File: config.mk
export PLATFORM = sky130hd
export DESIGN_NAME = timer
export DESIGN_NICKNAME = d
export VERILOG_FILES = /design/src/rtl/timer.sv
export SDC_FILE = /design/constraint.sdc
export NUM_CORES = 1
export LEC_CHECK = 0
export BUFFER_PORTS_ARGS = -buffer_cell sky130_fd_sc_hd__buf_4
export CORE_MARGIN = 3
export CORE_UTILIZATION = 55
export CTS_CLUSTER_DIAMETER = 30
export DETAILED_ROUTE_END_ITERATION = 6
export MAX_ROUTING_LAYER = met4
export PLACE_DENSITY_LB_ADDON = 0.2
export RECOVER_POWER = 100
export SLEW_MARGIN = 25
export SYNTH_ARGS = -nofsm -noshare
export SYNTH_HDL_FRONTEND = slang
export SYNTH_SLANG_ARGS = --single-unit
File: constraint.sdc
create_clock -name Clk -period 2.6 [get_ports Clk]
set_input_delay 0.26 -clock Clk [delete_from_list [all_inputs] [get_ports Clk]]
set_output_delay 0.26 -clock Clk [all_outputs]
set_load 0.01 [all_outputs]
File: src/rtl/timer.sv
// Elapsed-seconds timer: a prescaler divides Clk down to a one-second tick
// that advances a two-digit BCD seconds count, wrapping 99 -> 00.
module timer #(
  parameter int TICKS_PER_SEC = 50_000_000
) (
  input  logic       Clk,
  input  logic       Rst,
  input  logic       Enable,
  output logic [3:0] T_Sec0,
  output logic [3:0] T_Sec1
);

  localparam int PW = $clog2(TICKS_PER_SEC);
  localparam logic [PW-1:0] LAST = PW'(TICKS_PER_SEC - 1);

  logic [PW-1:0] prescaler;
  logic          tick;

  assign tick = Enable && (prescaler == LAST);

  // Prescaler only advances while enabled, so a pause keeps the partial second.
  always_ff @(posedge Clk) begin
    if (!Rst) begin
      prescaler <= '0;
    end else if (Enable) begin
      if (tick) prescaler <= '0;
      else      prescaler <= prescaler + 1'b1;
    end
  end

  always_ff @(posedge Clk) begin
    if (!Rst) begin
      T_Sec0 <= 4'd0;
      T_Sec1 <= 4'd0;
    end else if (tick) begin
      if (T_Sec0 == 4'd9) begin
        T_Sec0 <= 4'd0;
        if (T_Sec1 == 4'd9) T_Sec1 <= 4'd0;
        else                T_Sec1 <= T_Sec1 + 4'd1;
      end else begin
        T_Sec0 <= T_Sec0 + 4'd1;
      end
    end
  end

endmodule

## Word level (Yosys, flattened, before mapping)

Index checks and enable logic that the tools add are counted.

| cells by class | value |
|---|---|
| equality and inequality tests | 3 |
| mux-type cells | 3 |
| add/subtract/negate cells | 3 |
| reduce and logical (&&, ||, !) cells | 2 |

Operator list:

| operator | count |
|---|---|
| 26-bit by 1-bit adder with 26-bit output (second input constant) | 1 |
| 26-bit equality test (second input constant) | 1 |
| 26-bit two-way mux | 1 |
| 4-bit by 1-bit adder with 4-bit output (second input constant) | 2 |
| 4-bit equality test (second input constant) | 2 |
| 4-bit two-way mux | 2 |
| 2-bit AND reduction | 1 |
| 1-bit logical AND | 1 |

| word-level totals | value |
|---|---|
| word-level logic and storage cells | 14 |
| register bits | 34 |
| output and inout bits | 8 |
| bits of input ports | 3 |

## Logic depth before layout (Yosys ltp)

| logic depth | value |
|---|---|
| depth in word-level cells | 3 |
| depth in mapped cells | 8 |

## Least setup slack after synthesis

No wires, ideal clock.

| timing path | value |
|---|---|
| kind | register to register |
| start | reg prescaler[7] |
| end | reg prescaler[16] |
| setup slack | 0.935 ns |
| stages on the path, launching flop included | 9 |
| period minus slack after synthesis | 1.665 ns |
| library setup time | 0.114 ns |
| arrival time | 1.551 ns |
| cell sequence | dfxtp_1 nor4bb_1 nand4bb_1 buf_2 nor3_4 nand2b_1 buf_4 buf_4 nor2_1 |

| on the way | value |
|---|---|
| cells in the longest elaborated chain, start to end | 3 |
| elaborated cells between the ends (all ways) | 4 |

RTL lines:

| item | line | source |
|---|---|---|
| start, declared | 16 | `logic [PW-1:0] prescaler;` |
| start signal, assigned | 27 | `else prescaler <= prescaler + 1'b1;` |
| branches (longest 2 deep; another with 26-bit by 1-bit adder with 26-bit output) | -- |  |
| 26-bit two-way mux (*) | 26 | `if (tick) prescaler <= '0;` |

Every way passes the cells marked *.
A chain may end at the register's enable or synchronous reset.

## Worst setup path in the final report

| timing path | value |
|---|---|
| start | reg prescaler[8] |
| end | reg prescaler[20] |

Same word-level chain as after synthesis.

==> reports/summary.txt <==
Gpl congestion: 0.856
Final core occ: 63.2%
Critical Path Max Stage Delay: 0.57 ns
NetSw: 0.189 mW
Int Power: 0.656 mW
Worst skew pair latency: 0.34 ns
Synth warnings: 0
Hold_buf cts: 0
Cell Area, Synth: 1710 sq um
Delay-heaviest family, CP: simple AND/OR/NAND/NOR gates
Vias in the first global route: 1274
CP Depth: 5
Fin crit share: 80.3%
Post-synth EDFFs: 0
Inserted Clock Buffers: 5
# clock sinks: 34
Top cell type's share of synthesized area: 39.7%
Die Area: 3820 sq um
WL/cell: 14.1 um
DRC: 0
Post-synthesis cell type count: 44
Flop2flop setup slack: 0.51 ns
Multi-input logic area: 965 sq um
Net Count, Synth: 196
Number of vias per cell: 5.85
Synth area leader: dfxtp_1
Worst Path Max Fanout: 18
Pre-CTS setup slack: 0.547 ns
Critical Path, Cell by Cell: nor4_2 -> nand2_1 -> nor3_4 -> nand2b_1 -> nor2_1
FP Rows: 19
Setup Crit Path Kind: register to register
Slew HR: 55.6%
Register area share after synthesis: 39.7%
Detail Route Antenna Nets: 0
Gate Count Post-Synth: 192
Setup Buffers After CTS: 0
Crit path buffers/inverters: 0
Net switching fraction of the power: 22.4%
DIE WIDTH: 61.8 um
DP Wirelength: 2.40 mm
Fmax: 479 MHz
First-pass GRT wire length: 5.71 mm
Setup repair after global routing missed its margin: no
Kind of start point of the critical path: register
Pwr Density: 469 nW/um^2
Reg2Reg Launch Point: prescaler[8]
Fillers: 256
Hold Vio Cnt, Final: 0
Post-synth ARST share: 0%
CP Capture Type: register
Vias post-DR: 1362
Die Height: 61.8 um
Hold slack final: 0.204 ns
Core Area: 2850 sq um
Total negative setup slack: 0 ns
Lkg Pwr: 0.649 nW
Finished Layout Cells: 233
Critical-path top delay cell: nand2b_1
Max Cap Viol: 0
Clk_skew: 0.00626 ns
Drt pass-1 iters: 4
Min Tclk post-route: 2.09 ns
Ratio of cells with drive above 1 in the final layout: 8.91%
Seq pwr share: 63.1%
DP Area: 1790 sq um
Ports: 11
CP Data Required Time: 2.80 ns
Hold Path Depth: 2
Storage element area: 681 sq um
CTS clk-pin slew, worst paths: 0.10 ns
Crit path DAT: 2.29 ns
WL final: 3.29 mm
# diodes: 0
Main synth FF type: dfxtp_1
Setup Viol. Count Final: 0
Ranking of synthesized cells by area: dfxtp_1, xor2_1, nor2_1, nand2_1, nand4_1
All-layer global routing usage: 20.7%
Syn_area_per_cell: 8.92 sq um
Fin area: 1800 sq um
Final slew viol count: 0
# resized after CTS: 0
Worst-Margin Slew: 0.666 ns
Hold_sp: Rst
Reg2reg path depth: 5
R2r endpoint: prescaler[20]
Cells after DPL: 227
CTS Root Cell: clkbuf_4
Fin worst setup slack: 0.512 ns
Total grt overflow: 0
CTS tree: done
Combinational share of power: 2.8%
Max rail drop VDD: 323 uV
Initial Utilization: 60.0%
Status: complete, no violations
Final Power: 0.845 mW
Clk pwr share: 34.1%
Final net count: 207
Starting DRT DRC Count: 114
Yosys reg bits: 34
Initial antenna violation count: 0
Port buffer count: 10
H-tree Lvls: 2
CTS Buffer Depth: 2
Area growth syn-to-layout: 5.26%
Worst min path class: input port to register
Largest net degree at the start of global routing: 19
Min-Delay Endpoint: prescaler[0]
[routing by layer]
metal	track usage (%)	part of all wire, %
met1	27.6	51
met2	30.2	45
met3	5.79	2.3
met4	6.97	1.1
met5	-	0
[how the worst max path moves through the flow]
stage	endpoint	from	slack (ns)
final	prescaler[20]	prescaler[8]	0.51
after global routing	prescaler[11]	prescaler[8]	0.34
after CTS	prescaler[20]	prescaler[8]	0.53
after detailed placement	prescaler[20]	prescaler[8]	0.55
after global placement	prescaler[2]	prescaler[8]	0.59
after floorplan	prescaler[16]	prescaler[7]	0.93
[synth_stat cells, types with 2 or more instances]
| cell type | n |
|---|---|
| and4_1 | 4 |
| nand3_1 | 11 |
| buf_4 | 2 |
| nor2_1 | 27 |
| or4_1 | 2 |
| inv_1 | 5 |
| or3_1 | 3 |
| nand2_1 | 16 |
| dfxtp_1 | 34 |
| clkbuf_1 | 2 |
| xnor2_1 | 6 |
| a21oi_1 | 5 |
| o21a_1 | 3 |
| and3_1 | 5 |
| nor3_1 | 3 |
| nand2b_1 | 3 |
| a31oi_1 | 2 |
| nand4_1 | 9 |
| a31o_2 | 2 |
| o211ai_1 | 2 |
| nor4_4 | 2 |
| o21ai_0 | 2 |
| buf_2 | 2 |
| nor4_1 | 3 |
| xor2_1 | 18 |
[cell type report]
| class | count | area share (%) |
|---|---|---|
| multi-input combinational | 146 | 53.5 |
| inverter | 5 | 1.04 |
| clock buffer | 6 | 2.85 |
| sequential | 34 | 37.8 |
| tap | 31 | 2.15 |
| timing repair buffer | 11 | 2.71 |
[cell usage in the layout, fill, tap and decap left out, drive strengths merged, types with 6 or more instances in the layout]
master | synthesis | final
clkbuf | 2 | 15
nor2 | 27 | 27
xor2 | 18 | 18
nand4 | 10 | 10
nand3 | 12 | 12
nand2 | 16 | 16
dfxtp | 34 | 34
nor4 | 6 | 6
xnor2 | 6 | 6
[logic make-up after synthesis]
family / after synthesis / share of synthesized area, %
AO/OA/AOI/OAI: 18 / 6.87
flip-flops: 34 / 39.7
AND/OR/NAND/NOR: 102 / 36.2
buffers and inverters: 12 / 3.65
XOR/XNOR: 24 / 12.3
adder cells (fa/ha/maj): 1 / 0.730
multiplexers: 1 / 0.584
[power groups by stage]
stage               registers [mW]  logic, mW  clock network [mW]
floorplan                    0.543     0.0175                   0
global placement             0.545     0.0231                   0
detailed placement           0.545     0.0236                   0
CTS                          0.533     0.0238               0.288
global route                 0.534     0.0274               0.317
finish                       0.533     0.0239               0.288
[sequential cells by signal, summed over array words and instances, names as in the netlist]
signal and flops:
T_Sec1 4, T_Sec0 4, prescaler 26
Power figures use the tool's default switching activity.
